**src/rtl/wisc_pkg.sv**
```systemverilog
// rtl/wisc_pkg.sv - shared ISA constants, FSM state type and flag layout
// Purpose: opcode and branch-condition encodings, fetch FSM states and
//          flag bit positions shared by the fetch/next-PC stage.
// Ports:   none (package).
package wisc_pkg;

  localparam logic [3:0] OP_ADD    = 4'h0;
  localparam logic [3:0] OP_PADDSB = 4'h1;
  localparam logic [3:0] OP_SUB    = 4'h2;
  localparam logic [3:0] OP_XOR    = 4'h3;
  localparam logic [3:0] OP_SLL    = 4'h4;
  localparam logic [3:0] OP_SRA    = 4'h5;
  localparam logic [3:0] OP_ROR    = 4'h6;
  localparam logic [3:0] OP_RED    = 4'h7;
  localparam logic [3:0] OP_LW     = 4'h8;
  localparam logic [3:0] OP_SW     = 4'h9;
  localparam logic [3:0] OP_LHB    = 4'hA;
  localparam logic [3:0] OP_LLB    = 4'hB;
  localparam logic [3:0] OP_B      = 4'hC;
  localparam logic [3:0] OP_CALL   = 4'hD;
  localparam logic [3:0] OP_RET    = 4'hE;
  localparam logic [3:0] OP_HLT    = 4'hF;

  localparam logic [2:0] CC_NEQ  = 3'b000;
  localparam logic [2:0] CC_EQ   = 3'b001;
  localparam logic [2:0] CC_GT   = 3'b010;
  localparam logic [2:0] CC_LT   = 3'b011;
  localparam logic [2:0] CC_GTE  = 3'b100;
  localparam logic [2:0] CC_LTE  = 3'b101;
  localparam logic [2:0] CC_OVFL = 3'b110;
  localparam logic [2:0] CC_UNC  = 3'b111;

  typedef enum logic [1:0] {
    ST_FETCH  = 2'd0,
    ST_WAIT   = 2'd1,
    ST_EXEC   = 2'd2,
    ST_HALTED = 2'd3
  } state_t;

  // Flag register layout is {Z,V,N}.
  localparam int FLAG_Z = 2;
  localparam int FLAG_V = 1;
  localparam int FLAG_N = 0;

endpackage

```
**src/rtl/branch_cond.sv**
```systemverilog
// rtl/branch_cond.sv - conditional branch resolution from ccc and flags
// Purpose: decides whether a B instruction is taken.
// Ports:   i_ccc   [2:0] condition code (instr[11:9])
//          i_flags [2:0] current {Z,V,N}
//          o_taken       branch condition satisfied
module branch_cond
  import wisc_pkg::*;
(
  input  logic [2:0] i_ccc,
  input  logic [2:0] i_flags,
  output logic       o_taken
);

  logic w_z;
  logic w_v;
  logic w_n;

  assign w_z = i_flags[FLAG_Z];
  assign w_v = i_flags[FLAG_V];
  assign w_n = i_flags[FLAG_N];

  always_comb begin
    o_taken = 1'b0;
    case (i_ccc)
      CC_NEQ:  o_taken = ~w_z;
      CC_EQ:   o_taken = w_z;
      CC_GT:   o_taken = ~w_z & ~w_n;
      CC_LT:   o_taken = w_n;
      CC_GTE:  o_taken = w_z | ~w_n;
      CC_LTE:  o_taken = w_n | w_z;
      CC_OVFL: o_taken = w_v;
      CC_UNC:  o_taken = 1'b1;
      default: o_taken = 1'b0;
    endcase
  end

endmodule

```
**src/rtl/fetch_pc_ctrl.sv**
```systemverilog
// rtl/fetch_pc_ctrl.sv - fetch FSM, PC, flag register and next-PC selection
// Purpose: owns the PC, fetches one instruction per >=3 cycles over a
//          req/rdy handshake, presents the opcode to the decoder and
//          retires each instruction by updating PC and {Z,V,N}.
// Ports:   clk, rst_n                       clock, async active-low reset
//          imem_req/imem_addr/imem_rdy/imem_data  instruction fetch handshake
//          instr, opcode, instr_valid        latched instruction to decoder
//          stall                             holds EXEC
//          branch/call/ret/halt/set_zero/set_over  decoder strobes
//          alu_zero/alu_ovfl/alu_neg         ALU status for flag update
//          ret_addr                          RET target (R15)
//          pc, link_pc, flags, halted        architectural state out
module fetch_pc_ctrl
  import wisc_pkg::*;
#(
  parameter int                ADDR_W   = 16,
  parameter logic [ADDR_W-1:0] RESET_PC = '0
) (
  input  logic              clk,
  input  logic              rst_n,
  output logic              imem_req,
  output logic [ADDR_W-1:0] imem_addr,
  input  logic              imem_rdy,
  input  logic [15:0]       imem_data,
  output logic [15:0]       instr,
  output logic [3:0]        opcode,
  output logic              instr_valid,
  input  logic              stall,
  input  logic              branch,
  input  logic              call,
  input  logic              ret,
  input  logic              halt,
  input  logic              set_zero,
  input  logic              set_over,
  input  logic              alu_zero,
  input  logic              alu_ovfl,
  input  logic              alu_neg,
  input  logic [ADDR_W-1:0] ret_addr,
  output logic [ADDR_W-1:0] pc,
  output logic [ADDR_W-1:0] link_pc,
  output logic [2:0]        flags,
  output logic              halted
);

  state_t            r_state;
  logic [ADDR_W-1:0] r_pc;
  logic [15:0]       r_instr;
  logic [2:0]        r_flags;
  logic              r_valid;
  logic              r_halted;

  logic              w_taken;
  logic [ADDR_W-1:0] w_link_pc;
  logic [ADDR_W-1:0] w_off_call;
  logic [ADDR_W-1:0] w_off_br;
  logic [ADDR_W-1:0] w_next_pc;

  branch_cond u_branch_cond (
    .i_ccc   (r_instr[11:9]),
    .i_flags (r_flags),
    .o_taken (w_taken)
  );

  // Offsets are sign-extended to the PC width so the adds wrap naturally.
  assign w_link_pc  = r_pc + ADDR_W'(1);
  assign w_off_call = {{(ADDR_W-12){r_instr[11]}}, r_instr[11:0]};
  assign w_off_br   = {{(ADDR_W-9){r_instr[8]}}, r_instr[8:0]};

  always_comb begin
    w_next_pc = w_link_pc;
    if (halt) begin
      w_next_pc = r_pc;
    end else if (ret) begin
      w_next_pc = ret_addr;
    end else if (call) begin
      w_next_pc = w_link_pc + w_off_call;
    end else if (branch && w_taken) begin
      w_next_pc = w_link_pc + w_off_br;
    end
  end

  always_ff @(posedge clk or negedge rst_n) begin
    if (!rst_n) begin
      r_state  <= ST_FETCH;
      r_pc     <= RESET_PC;
      r_instr  <= 16'h0000;
      r_flags  <= 3'b000;
      r_valid  <= 1'b0;
      r_halted <= 1'b0;
    end else begin
      case (r_state)
        ST_FETCH: begin
          r_state <= ST_WAIT;
        end
        ST_WAIT: begin
          if (imem_rdy) begin
            r_instr <= imem_data;
            r_valid <= 1'b1;
            r_state <= ST_EXEC;
          end
        end
        ST_EXEC: begin
          // Strobes only matter on the retiring edge of EXEC.
          if (!stall) begin
            r_pc    <= w_next_pc;
            r_valid <= 1'b0;
            if (set_zero) begin
              r_flags[FLAG_Z] <= alu_zero;
            end
            if (set_over) begin
              r_flags[FLAG_V] <= alu_ovfl;
              r_flags[FLAG_N] <= alu_neg;
            end
            if (halt) begin
              r_halted <= 1'b1;
              r_state  <= ST_HALTED;
            end else begin
              r_state  <= ST_FETCH;
            end
          end
        end
        ST_HALTED: begin
          r_state <= ST_HALTED;
        end
        default: begin
          r_state <= ST_FETCH;
        end
      endcase
    end
  end

  // Reset leaves the FSM in FETCH, so the request is also gated by rst_n
  // to keep it low for as long as reset is held.
  assign imem_req    = rst_n & ((r_state == ST_FETCH) | (r_state == ST_WAIT));
  assign imem_addr   = r_pc;
  assign instr       = r_instr;
  assign opcode      = r_instr[15:12];
  assign instr_valid = r_valid;
  assign pc          = r_pc;
  assign link_pc     = w_link_pc;
  assign flags       = r_flags;
  assign halted      = r_halted;

endmodule

```
**config.mk**
```make
export PLATFORM = sky130hd
export DESIGN_NAME = fetch_pc_ctrl
export DESIGN_NICKNAME = d
export VERILOG_FILES = /design/src/rtl/wisc_pkg.sv /design/src/rtl/branch_cond.sv /design/src/rtl/fetch_pc_ctrl.sv
export SDC_FILE = /design/constraint.sdc
export NUM_CORES = 1
export LEC_CHECK = 0
export ABC_AREA = 1
export ABC_CLOCK_PERIOD_IN_PS = 3550
export CELL_PAD_IN_SITES_DETAIL_PLACEMENT = 1
export CELL_PAD_IN_SITES_GLOBAL_PLACEMENT = 1
export CORE_AREA = 2 2 85 149
export DETAILED_ROUTE_END_ITERATION = 10
export DIE_AREA = 0 0 87 151
export HOLD_SLACK_MARGIN = 0.06
export PLACE_DENSITY = 0.82
export SETUP_SLACK_MARGIN = 0.1
export SKIP_CTS_REPAIR_TIMING = 1
export SYNTH_ARGS = -nofsm -noshare
export SYNTH_HDL_FRONTEND = slang
export SYNTH_SLANG_ARGS = --single-unit
```
**constraint.sdc**
```tcl
create_clock -name clk -period 3.55 [get_ports clk]
set_clock_uncertainty 0.1 [all_clocks]
set_input_delay 0.71 -clock clk [delete_from_list [all_inputs] [get_ports clk]]
set_output_delay 0.71 -clock clk [all_outputs]
set_load 0.02 [all_outputs]
```
==> summary.md, run 1 <==
| Metric | Value |
|---|---|
| Status | complete, no violations |
| Compound-cell area share of the yosys netlist | 11.51% |
| Final worst-path cycle share | 96.22% |
| Final setup fails | 0 |
| Post-synthesis cell count | 596 |
| Final Wtd Congestion | 0.9684 |
| DR WL/cell | 18.17 um |
| R2R depth | 19 |
| Top-area cell type share of the netlist area | 25.94% |
| Synth top area cells | dfrtp_1, nand2_1, ha_1 |
| Syn avg cell area | 6.313 um2 |
| Post-layout util | 43.95% |
| Largest net degree at the start of global routing | 40 |
| Number of H-tree levels | 2 |
| DRC Markers | 0 |
| Crit path kind | register to output port |
| Gate power share | 75.3% |
| Vias | 4361 |
| CP arrival | 2.61 ns |
| Area post-placement | 0.004976 mm2 |
| Pwr per Cell Area | 1131 mW/mm2 |
| Die ar. | 0.01314 mm2 |
| Synth Area in Adders | 8.846% |
| Switching power | 3.224 mW |
| Wire length of the first global-routing pass | 24.43 mm |
| Worst Min Path Start | halted |
| Core area | 0.01187 mm2 |
| Num ports | 119 |
| CTS buffer count | 5 |
| Ant. Diodes | 0 |
| Post-DP HPWL | 12.41 mm |
| Input/output buffers | 118 |
| Share of layout cells above drive strength 1 | 7.955% |
| Async SR Flop Fraction | 100.0% |
| 1st-pass router iterations | 4 |
| Post-synth top area cell | dfrtp_1 |
| Max Transition Viols Final | 0 |
| Post-route ant nets | 0 |
| Root Buffer | clkbuf_16 |
| Top_reg_cell synth | dfrtp_1 |
| Max-slew headroom | 47.10% |
| Most common cell in the netlist | nand2_1 |
| Grt total ovfl | 0 |
| Fmax | 292.8 MHz |
| Die width | 87 um |
| Hold WC Path Type | register to register |
| Post-placement setup slack | 0.1236 ns |
| CP Data Required Time | 2.74 ns |
| Via density | 5.185 |
| CTS tree | yes |
| Sequential Power Share | 16.8% |
| Worst Setup Start Kind | register |
| Crit end category | output port |
| Clock power frac | 7.8% |
| Synth Cell Area | 0.003762 mm2 |
| Clock Pin Slew Worst Setup and Hold Paths | 0.06 ns |
| Total of max-cap violations | 0 |
| Initial core utilization | 31.70% |
| XOR/XNOR share of the synthesized area | 3.259% |
| Skew-Pair Late Insertion Delay | 0.29 ns |
| Routed wire length | 15.28 mm |
| Area Growth Syn to Fin | 38.68% |
| YS warnings | 0 |
| Site Rows | 53 |
| Mapped Nets | 667 |
| Global-route usage over all layers | 24.20% |
| RSZ-0062 raised after global routing | no |
| Vias in the first global route | 4595 |
| Setup TNS | 0 ns |
| Register bit total from synthesis | 39 |
| Design Area, Final | 0.005218 mm2 |
| Main combinational cell family by area after synthesis | simple AND/OR/NAND/NOR gates |
| Final net count | 774 |
| Synth top cells by count | nand2_1, nor2_1, inv_1 |
| Pint | 2.676 mW |
| Die height | 151 um |
| Synth Area in Simple Gates | 38.11% |
| Mux cell area share after synthesis | 0.5986% |
| Seq/Total Area, Yosys | 25.94% |
| Actual slew at the worst max-slew pin | 0.7926 ns |
| Reg2reg end | imem_addr[15] |
| Post-synth EDFFs | 0 |
| Initial DRC Count | 153 |
| Maximum root-to-sink buffer count | 2 |
| P_leak | 2.545 nW |
| VDD IR max | 0.4807 mV |
| Hold-critical path depth | 1 |
| Reg-to-reg slack, setup | 0.28 ns |
| Post-route setup slack | 0.1343 ns |
| Switch share | 54.65% |
| Initial antenna violation count | 0 |
| CTS sink count | 39 |
| Hold Vio Cnt, Final | 0 |
| Worst r2r src | imem_addr[0] |
| Crit Path Max Fanout | 5 |
| Synth unique cells | 37 |
| Minimum clock period | 3.416 ns |
| Hold Path End | halted |
final cells by class:
class,instances,area (um2)
fillers,1562,6653
multi-input cells,464,2414
repair buffers,131,1274
flip-flops and latches,39,980.9
inverters,62,232.7
well taps,137,171.4
clock buffers,5,125.1
clock inverters,3,20.02
cell families after synthesis:
logic type               after synthesis
AND/OR/NAND/NOR                      344
flip-flops                            39
AO/OA/AOI/OAI                         78
XOR/XNOR                              14
adder cells (fa/ha/maj)               26
multiplexers                           2
buffers and inverters                 93
per-layer routing:
metal | track usage, % | wire [um] | vias to the layer above
met4 | 8.750 | 427 | 0
met5 | 0 | 0 | -
li1 | - | - | 2114
met2 | 47.02 | 8738 | 96
met1 | 26.56 | 5776 | 2127
met3 | 1.798 | 340 | 24
power by group through the flow:
| stage | Clock, mW | Sequential (mW) | Combinational (mW) |
|---|---|---|---|
| 6_report | 0.463 | 0.992 | 4.45 |
| 5_1_grt | 0.494 | 1.03 | 4.89 |
| 4_1_cts | 0.474 | 0.985 | 4.34 |
| 3_5_place_dp | 0 | 0.988 | 4.31 |
| 3_3_place_gp | 0 | 0.969 | 4.21 |
| 2_1_floorplan | 0 | 1.15 | 2.47 |
layout by cell type, fill, tap and decap left out, types with 2 or more instances in the layout:
master,n
o21ai_0,28
ha_4,3
nand4_1,5
nand2_1,204
buf_4,13
dfrtp_1,35
nand3_2,2
a31oi_1,2
nor2_4,2
ha_1,21
o211ai_1,4
xnor2_1,4
nand3b_1,2
mux2_2,2
a21oi_2,2
inv_2,2
o21bai_1,3
dfrtp_2,4
clkbuf_16,5
clkinvlp_4,2
nor3_1,5
a21oi_1,30
xor2_1,10
nand2_2,7
inv_1,59
nor2_2,4
nand3_1,51
nor2_1,59
o21ai_1,3
clkdlybuf4s50_1,117
registers in the layout (all words and copies together) (netlist names):
register,cells
flags,3
halted,1
imem_addr,16
instr,16
instr_valid,1
r_state,2
worst max-delay path, cell delays in order, from the launching register on:
cell and delay, ns:
dfrtp_2 0.41, ha_2 0.22, nand2_1 0.10, nor2_4 0.14, nand3_2 0.10, nor2_1 0.14
nor2_1 0.05, nor2_1 0.44, clkdlybuf4s50_1 0.71
through the flow:
| step | instances | power (mW) | hold WS (ns) |
|---|---|---|---|
| after global routing | 841 | 6.413 | 0.3828 |
| after CTS | 838 | 5.800 | 0.3723 |
| final | 841 | 5.901 | 0.3691 |
| after detailed placement | 830 | 5.300 | 0.3576 |
| after global placement | 830 | 5.177 | 0.3621 |
| after floorplan | 596 | 3.614 | 0.3144 |
how the worst max path moves through the flow:
| stage | startpoint | to | slack, ns | cells past startpoint |
|---|---|---|---|---|
| 2_1_floorplan | imem_addr[0] | imem_addr[10] | 0.58 | 14 |
| 3_3_place_gp | imem_addr[1] | imem_addr[15] | 0.24 | 22 |
| 3_5_place_dp | imem_addr[1] | imem_addr[15] | 0.12 | 22 |
| 4_1_cts | imem_addr[1] | link_pc[14] | 0.03 | 8 |
| 5_1_grt | imem_addr[0] | imem_addr[9] | 0.09 | 21 |
| 6_report | imem_addr[0] | link_pc[14] | 0.13 | 8 |
(Power assumes the default switching activity.)
==> inputs of run 2 (changes only) <==
Settings changed: CELL_PAD_IN_SITES_DETAIL_PLACEMENT 1 to default, CELL_PAD_IN_SITES_GLOBAL_PLACEMENT 1 to default, CORE_AREA 2 2 85 149 to 2 2 70 123, DIE_AREA 0 0 87 151 to 0 0 72 125, PLACE_DENSITY 0.82 to 0.83.
==> run 2 against run 1 <==
Final area decreased by 3.2%. Hold slack better by 0.0070 ns. Sequential power fell by 2.4%. Maximum frequency rose by 5.7%. Clock-buffer cell count is 2 higher. Setup slack improved by 0.18 ns. Combinational power is 5.8% lower. Via count is 0.83% lower. First-iteration DRC count grew 100%. Wire length shrank 20%. Total power decreased by 5.1%. Non-clock buffer count decreased by 6.
==> summary.md, run 2 (same netlist as run 1, synthesis figures left out) <==
| Metric | Value |
|---|---|
| RSZ-0062 raised after global routing | no |
| Placed insts | 781 |
| Crit path buffers/inverters | 2 |
| Actual slew at the worst max-slew pin | 0.7373 ns |
| Reg area | 977.2 um2 |
| Total chip power | 5.598 mW |
| Clock Pin Slew Worst Setup and Hold Paths | 0.06 ns |
| Status | complete, no violations |
| Wire length of the first global-routing pass | 19.77 mm |
| Total of max-cap violations | 0 |
| CTS sink count | 39 |
| Initial DRC Count | 308 |
| Core area | 0.008093 mm2 |
| Final net count | 768 |
| P_leak | 2.537 nW |
| CP arrival | 3.31 ns |
| Maximum root-to-sink buffer count | 2 |
| CP Data Required Time | 3.63 ns |
| Setup TNS | 0 ns |
| Hold WC Path Type | register to register |
| Die width | 72 um |
| Slowest CP cell | dfrtp_2 |
| Vias | 4325 |
| DRC Markers | 0 |
| Design Area, Final | 0.005052 mm2 |
| Critical path's largest stage delay | 0.41 ns |
| GRT met2 Usage | 48.75% |
| DR WL/cell | 15.49 um |
| Global-route usage over all layers | 27.78% |
| Largest net degree at the start of global routing | 40 |
| Multi-input gate area | 0.002359 mm2 |
| Die ar. | 0.009000 mm2 |
| Area Growth Syn to Fin | 34.29% |
| GRT met3 Usage | 3.787% |
| Worst Setup Start Kind | register |
| Crit path kind | register to register |
| Worst-path cell chain | ha_1 > nand2_1 > nor2_2 > nand3_2 > inv_1 > nand3_2 > o21bai_1 > nand2_1 > inv_1 > ha_2 > a21oi_1 > o21ai_0 > a31oi_1 > nand2_1 > nand2_1 > nand3_1 > nand2_1 > nand2_1 > nand2_1 > nand2_1 |
| Max Transition Viols Final | 0 |
| CTS buffer count | 5 |
| Crit Path Max Fanout | 6 |
| Filler instances | 751 |
| Most frequent cells in the layout | nand2_1, clkdlybuf4s50_1, inv_1 |
| Die height | 125 um |
| Post-route setup slack | 0.3184 ns |
| Final setup fails | 0 |
| Pwr per Cell Area | 1108 mW/mm2 |
| Root Buffer | clkbuf_16 |
| Crit end category | register |
| Minimum clock period | 3.232 ns |
| Post-placement setup slack | 0.3419 ns |
| Routed wire length | 12.24 mm |
| Most used cell, CP | nand2_1 |
| Max-slew headroom | 50.67% |
| Post-layout util | 62.43% |
| Via density | 5.475 |
| GRT met1 Usage | 29.29% |
| Fmax | 309.4 MHz |
| WHS | 0.3761 ns |
| Input/output buffers | 118 |
| Share of layout cells above drive strength 1 | 5.444% |
| Initial core utilization | 46.49% |
| Initial antenna violation count | 0 |
| Num ports | 119 |
| Number of H-tree levels | 2 |
| Finished Layout Cells | 790 |
| Grt total ovfl | 0 |
| Area post-placement | 0.004890 mm2 |
| CTS tree | yes |
| 1st-pass router iterations | 6 |
| Site Rows | 44 |
| Critical path's top delay family | simple AND/OR/NAND/NOR gates |
| VDD IR max | 0.6037 mV |
| Hold Vio Cnt, Final | 0 |
| Vias in the first global route | 4295 |
| Skew-Pair Late Insertion Delay | 0.29 ns |
| Ant. Diodes | 0 |
| Post-DP HPWL | 9.906 mm |
| Final worst-path cycle share | 91.03% |
| Post-route ant nets | 0 |
| GRT Max-Usage Layer | met2 |
| Final Wtd Congestion | 1.075 |
| Commonest non-fill, non-tap cell in the layout | nand2_1 |
-- run 2: cell types whose count changed in the layout (fill, tap and decap cells not counted), sizes merged --
| cell | before | now |
|---|---|---|
| buf | 14 | 8 |
| clkbuf | 5 | 7 |
| clkinvlp | 2 | 0 |
| clkdlybuf4s50 | 117 | 116 |
| dlymetal6s2s | 0 | 1 |
-- run 2: final timing paths --
path	end	start	cells after the start	slack, ns
max in group asynchronous	imem_addr[0]	rst_n	2	2.55
min reg2reg	halted	halted	1	0.38
min	halted	halted	1	0.38
max reg2reg	imem_addr[13]	imem_addr[0]	20	0.32
max	imem_addr[13]	imem_addr[0]	20	0.32
min in group asynchronous	halted	rst_n	2	0.41
-- run 2: layer usage --
metal  routed length [um]  up-vias  share of wire (%)
met1                 4422     1959                 36
li1                     -     2104                  -
met4                  919        0                7.5
met2                 6235      198                 51
met3                  658       64                5.4
met5                    0        -                  0
-- run 2: area by class of cell --
class / instances / share of cell area (%)
repair buffers: 125 / 24.37
well taps: 92 / 2.278
flip-flops and latches: 39 / 19.34
clock inverters: 1 / 0.09906
clock buffers: 7 / 2.625
inverters: 62 / 4.606
multi-input cells: 464 / 46.68
-- run 2: where the power goes --
part / switching (mW) / internal, mW
clock network: 0.179 / 0.260
registers: 0.314 / 0.654
logic: 2.52 / 1.68
total: 3.01 / 2.59
